**src/rtl/time_set_controller.sv**
```systemverilog
// rtl/time_set_controller.sv - button conditioning, mode FSM and tick/increment strobe generation
module time_set_controller #(
    parameter int DEBOUNCE_CYCLES = 1_000_000,
    parameter int SEC_CYCLES      = 100_000_000,
    parameter int FAST_DIV        = 60,
    parameter int REPEAT_DELAY    = 50_000_000,
    parameter int REPEAT_PERIOD   = 20_000_000
) (
    input  logic       clk,
    input  logic       rst_n,
    input  logic       btn_mode,
    input  logic       btn_inc,
    input  logic       speed_up,
    output logic [1:0] mode,
    output logic       tick_sec,
    output logic       inc_min,
    output logic       inc_hour,
    output logic       sec_clear
);

    localparam int DBW  = $clog2(DEBOUNCE_CYCLES);
    localparam int PW   = $clog2(SEC_CYCLES + 1);
    localparam int HMAX = (REPEAT_DELAY > REPEAT_PERIOD) ? REPEAT_DELAY : REPEAT_PERIOD;
    localparam int HW   = $clog2(HMAX + 1);

    localparam logic [DBW-1:0] DB_LAST   = DBW'(DEBOUNCE_CYCLES - 1);
    localparam logic [PW-1:0]  SLOW_LAST = PW'(SEC_CYCLES - 1);
    localparam logic [PW-1:0]  FAST_LAST = PW'(SEC_CYCLES / FAST_DIV - 1);
    localparam logic [HW-1:0]  DELAY_L   = HW'(REPEAT_DELAY);
    localparam logic [HW-1:0]  PERIOD_L  = HW'(REPEAT_PERIOD);

    typedef enum logic [1:0] {
        ST_RUN  = 2'b00,
        ST_HOUR = 2'b01,
        ST_MIN  = 2'b10
    } state_e;

    // Button bit 0 is mode, bit 1 is inc.
    logic [1:0]          sync1_q, sync1_d;
    logic [1:0]          sync2_q, sync2_d;
    logic [1:0]          db_q, db_d;
    logic [1:0]          db_prev_q, db_prev_d;
    logic [1:0]          press_q, press_d;
    logic [1:0][DBW-1:0] dcnt_q, dcnt_d;

    state_e              state_q, state_d;
    logic [PW-1:0]       pcnt_q, pcnt_d;
    logic [HW-1:0]       hold_q, hold_d;
    logic                hold_act_q, hold_act_d;
    logic                rep_phase_q, rep_phase_d;
    logic                tick_q, tick_d;
    logic                inc_min_q, inc_min_d;
    logic                inc_hour_q, inc_hour_d;
    logic                sec_clear_q, sec_clear_d;

    logic                mode_press;
    logic                inc_press;
    logic [PW-1:0]       sec_last;
    logic [HW-1:0]       hold_limit;

    assign mode_press = press_q[0];
    assign inc_press  = press_q[1];
    assign sec_last   = speed_up ? FAST_LAST : SLOW_LAST;
    assign hold_limit = rep_phase_q ? PERIOD_L : DELAY_L;

    // Synchronize, debounce and edge-detect both buttons.
    always_comb begin
        sync1_d   = {btn_inc, btn_mode};
        sync2_d   = sync1_q;
        db_d      = db_q;
        dcnt_d    = dcnt_q;
        for (int i = 0; i < 2; i++) begin
            if (sync2_q[i] != db_q[i]) begin
                if (dcnt_q[i] == DB_LAST) begin
                    db_d[i]   = sync2_q[i];
                    dcnt_d[i] = '0;
                end else begin
                    dcnt_d[i] = dcnt_q[i] + 1'b1;
                end
            end else begin
                dcnt_d[i] = '0;
            end
        end
        db_prev_d = db_q;
        press_d   = db_q & ~db_prev_q;
    end

    // Mode FSM next state, prescaler, auto-repeat and strobe generation.
    always_comb begin
        state_d     = state_q;
        pcnt_d      = '0;
        hold_d      = '0;
        hold_act_d  = 1'b0;
        rep_phase_d = 1'b0;
        tick_d      = 1'b0;
        inc_min_d   = 1'b0;
        inc_hour_d  = 1'b0;
        sec_clear_d = 1'b0;
        case (state_q)
            ST_RUN: begin
                if (mode_press) begin
                    state_d = ST_HOUR;
                end else if (pcnt_q >= sec_last) begin
                    tick_d = 1'b1;
                end else begin
                    pcnt_d = pcnt_q + 1'b1;
                end
            end
            ST_HOUR, ST_MIN: begin
                if (mode_press) begin
                    // Mode wins over a coincident inc press or repeat.
                    state_d     = (state_q == ST_HOUR) ? ST_MIN : ST_RUN;
                    sec_clear_d = (state_q == ST_MIN);
                end else if (inc_press) begin
                    inc_hour_d = (state_q == ST_HOUR);
                    inc_min_d  = (state_q == ST_MIN);
                    hold_act_d = 1'b1;
                    hold_d     = HW'(1);
                end else if (hold_act_q && db_q[1]) begin
                    hold_act_d  = 1'b1;
                    rep_phase_d = rep_phase_q;
                    if (hold_q == hold_limit) begin
                        inc_hour_d  = (state_q == ST_HOUR);
                        inc_min_d   = (state_q == ST_MIN);
                        hold_d      = HW'(1);
                        rep_phase_d = 1'b1;
                    end else begin
                        hold_d = hold_q + 1'b1;
                    end
                end
            end
            default: state_d = ST_RUN;
        endcase
    end

    // State and output registers.
    always_ff @(posedge clk or negedge rst_n) begin
        if (!rst_n) begin
            sync1_q     <= '0;
            sync2_q     <= '0;
            db_q        <= '0;
            db_prev_q   <= '0;
            press_q     <= '0;
            dcnt_q      <= '0;
            state_q     <= ST_RUN;
            pcnt_q      <= '0;
            hold_q      <= '0;
            hold_act_q  <= 1'b0;
            rep_phase_q <= 1'b0;
            tick_q      <= 1'b0;
            inc_min_q   <= 1'b0;
            inc_hour_q  <= 1'b0;
            sec_clear_q <= 1'b0;
        end else begin
            sync1_q     <= sync1_d;
            sync2_q     <= sync2_d;
            db_q        <= db_d;
            db_prev_q   <= db_prev_d;
            press_q     <= press_d;
            dcnt_q      <= dcnt_d;
            state_q     <= state_d;
            pcnt_q      <= pcnt_d;
            hold_q      <= hold_d;
            hold_act_q  <= hold_act_d;
            rep_phase_q <= rep_phase_d;
            tick_q      <= tick_d;
            inc_min_q   <= inc_min_d;
            inc_hour_q  <= inc_hour_d;
            sec_clear_q <= sec_clear_d;
        end
    end

    assign mode      = state_q;
    assign tick_sec  = tick_q;
    assign inc_min   = inc_min_q;
    assign inc_hour  = inc_hour_q;
    assign sec_clear = sec_clear_q;

endmodule

```
**config.mk**
```make
export PLATFORM = sky130hd
export DESIGN_NAME = time_set_controller
export DESIGN_NICKNAME = d
export VERILOG_FILES = /design/src/rtl/time_set_controller.sv
export SDC_FILE = /design/constraint.sdc
export NUM_CORES = 1
export LEC_CHECK = 0
export ABC_CLOCK_PERIOD_IN_PS = 2900
export CORE_MARGIN = 1
export CORE_UTILIZATION = 60
export DETAILED_ROUTE_END_ITERATION = 7
export PLACE_DENSITY = 0.78
export SYNTH_ARGS = -nofsm -noshare
export SYNTH_HDL_FRONTEND = slang
export SYNTH_SLANG_ARGS = --single-unit
```
**constraint.sdc**
```tcl
create_clock -name clk -period 2.9 [get_ports clk]
set_input_delay 0.58 -clock clk [delete_from_list [all_inputs] [get_ports clk]]
set_output_delay 0.58 -clock clk [all_outputs]
set_load 0.05 [all_outputs]
```
==> metrics.txt <==
status=finished, final reports clean; Top FF cell, synth=dfrtp_1; setup TNS=0 ns; period utilisation layout=0.850; Num CTS Buffers=9; endpoints failing hold=0; CP max FO=15; H-Tree Level Count=3; CTS resizes=0; CTS sink cnt=111; max-cap check violation count=0; GRT Util Overall=0.236; Synth Cell Area=0.00579 mm^2; GRT busiest layer=met2; grt total ovfl=0; DRT Pass-1 Iters=4; Die Wd=100 um; DR iter-0 viols=151; Slew Viols, Final=0; initial antenna violation count=0; GR Util met2=0.400; root buf cell=clkbuf_8; M3 GR Usage=0.0522; CP required=3.20 ns; layout net count=615; worst-case clock buffer depth=2; Final setup viols=0; share of cells above drive strength 1=0.0795; Async SR Flop Fraction=1.00; I/O Pins=11; Avg Cell Area, Syn=10.1 um^2; hold bufs inserted after CTS=0; met1 Use GR=0.302; PortBufs=10; HPWL Detailed=7.58 mm; CORE AREA=0.00928 mm^2; largest net degree at the start of global routing=49; later-pin clock latency in the skew report=0.38 ns; Starting Density=0.623; register bit total from synthesis=111; Final Wtd Congestion=0.837; vias in the first global route=4,084; routed length per placed instance=14.8 um; ANT cells=0; net count after synthesis=603; worst vdd ir=0.316 mV; Leak Pwr=2.62 nW; Post-synth EDFFs=0; FMAX=406 MHz; nature of the critical path endpoint=flip-flop; post-synthesis cell count=574; clk_skew=0.0126 ns; Die Ht=100 um; Arrival @ worst endpoint=2.76 ns; Yosys warning count=0; remaining antenna violation count=0; RSZ-0062 raised after global routing=false; Unique masters post-synth=57; P&R area growth vs syn=7.18%; crit path time final=2.47 ns; row count=35; CTS tree=yes; Hold Crit Class=primary input to async pin; worst relative slew slack=0.442; Final Power=0.00260 W; global-route wire length before repair=18.7 mm; post-route setup slack=0.435 ns; post-CTS setup buffers=0; CP startpoint kind=primary input; Crit Path Class=primary input to flip-flop; DRC=0; PwrDens=420 mW/mm^2; pre-CTS WS=0.0217 ns; Die Footprint=0.0100 mm^2; Seq/Total Area, Yosys=0.480; WL final=10.7 mm; via count=4,119; worst slew pin tran=0.829 ns; DR vias/cell=5.72; final core utilization=0.668; clk slew on worst S/H paths=0.11 ns
==> final cells by class <==
cell class | instances | area, um^2
repair buffers | 21 | 193
well taps | 129 | 161
clock buffers | 9 | 124
fillers | 749 | 3080
clock inverters | 7 | 80.1
flip-flops and latches | 111 | 2780
inverters | 18 | 67.6
multi-input cells | 425 | 2800
==> power breakdown <==
group          internal (W)   total, W  leakage, nW  switching, W
Clock              0.000410   0.000961        0.102      0.000551
Combinational     0.0000232  0.0000767        0.987     0.0000535
Sequential          0.00156    0.00157         1.53    0.00000967
==> registers in the layout, indices dropped and copies added (netlist names), 2 cells and up <==
signal	cells
db_prev_d	2
db_prev_q	2
dcnt_q	40
hold_q	26
mode	2
pcnt_q	27
press_q	2
sync1_q	2
sync2_q	2
==> kinds of logic after synthesis <==
logic type	after synthesis	synth area share
compound gates	28	0.0352
flops	111	0.480
simple gates	286	0.264
mux	2	0.00389
xor+xnor	85	0.129
fa+ha+maj	24	0.0519
buf+inv	38	0.0363
==> routing by layer <==
| metal | vias up | share of wire |
|---|---|---|
| met2 | 67 | 0.49 |
| met1 | 2022 | 0.47 |
| met3 | 12 | 0.031 |
| met4 | 0 | 0.011 |
| li1 | 2018 | - |
| met5 | - | 0 |
==> synth_stat cells (3+ instances only) <==
cell type | n | area (um^2)
nor4_1 | 15 | 93.8
nand2b_1 | 3 | 18.8
xor2_1 | 40 | 350
nand4_1 | 25 | 156
o21ai_0 | 4 | 20.0
nand2_1 | 29 | 109
nand3_1 | 35 | 175
nor2_1 | 85 | 319
dfrtp_1 | 111 | 2780
nor4_2 | 4 | 50.1
xnor2_1 | 45 | 394
nor2b_1 | 3 | 18.8
a21oi_1 | 6 | 30.0
buf_4 | 3 | 22.5
or4_1 | 5 | 37.5
buf_2 | 5 | 25.0
or3_1 | 3 | 18.8
clkbuf_1 | 7 | 26.3
and4_1 | 5 | 43.8
nand4b_1 | 4 | 35.0
inv_1 | 18 | 67.6
nor3_1 | 36 | 180
a211oi_1 | 4 | 30.0
and3_1 | 15 | 93.8
ha_1 | 24 | 300
==> path summary, 6_finish.rpt <==
check                                 from         end  slack [ns]  depth (start not counted)
worst min register to register  sync1_q[0]  sync2_q[0]        0.37                          0
worst max register to register   dcnt_q[0]  dcnt_q[16]        0.61                          6
min in group clk                sync1_q[0]  sync2_q[0]        0.37                          0
worst max-delay path              speed_up  pcnt_q[16]        0.43                          9
worst min-delay path                 rst_n  hold_q[21]        0.18                          1
max in group asynchronous            rst_n   dcnt_q[2]        2.03                          2
==> layout by cell type, fill, tap and decap left out, drive strengths merged, types with 12 or more instances in the layout <==
cell	synthesis	routed
inv	18	20
nand3	36	36
nor2	85	85
dfrtp	111	111
ha	24	24
nand2	29	29
and3	17	17
xnor2	45	45
xor2	40	40
buf	9	12
nor3	36	36
nor4	20	20
nand4	26	26
==> critical path: stages <==
cell and delay [ns]:
clkdlybuf4s50_1 0.47, buf_4 0.18, ha_1 0.29, a211oi_1 0.21, o21bai_1 0.10, a221o_1 0.33, a21bo_1 0.18, buf_4 0.19
nor3_1 0.22
==> stage by stage <==
step           std cells  cell area [um^2]  hold WS, ns
2_1_floorplan        574              5790        0.284
3_3_place_gp         704              6000        0.334
3_5_place_dp         704              6000        0.346
4_1_cts              720              6200        0.198
5_1_grt              720              6200        0.212
6_report             720              6200        0.177
No activity file was read; power rests on OpenSTA's default activity.
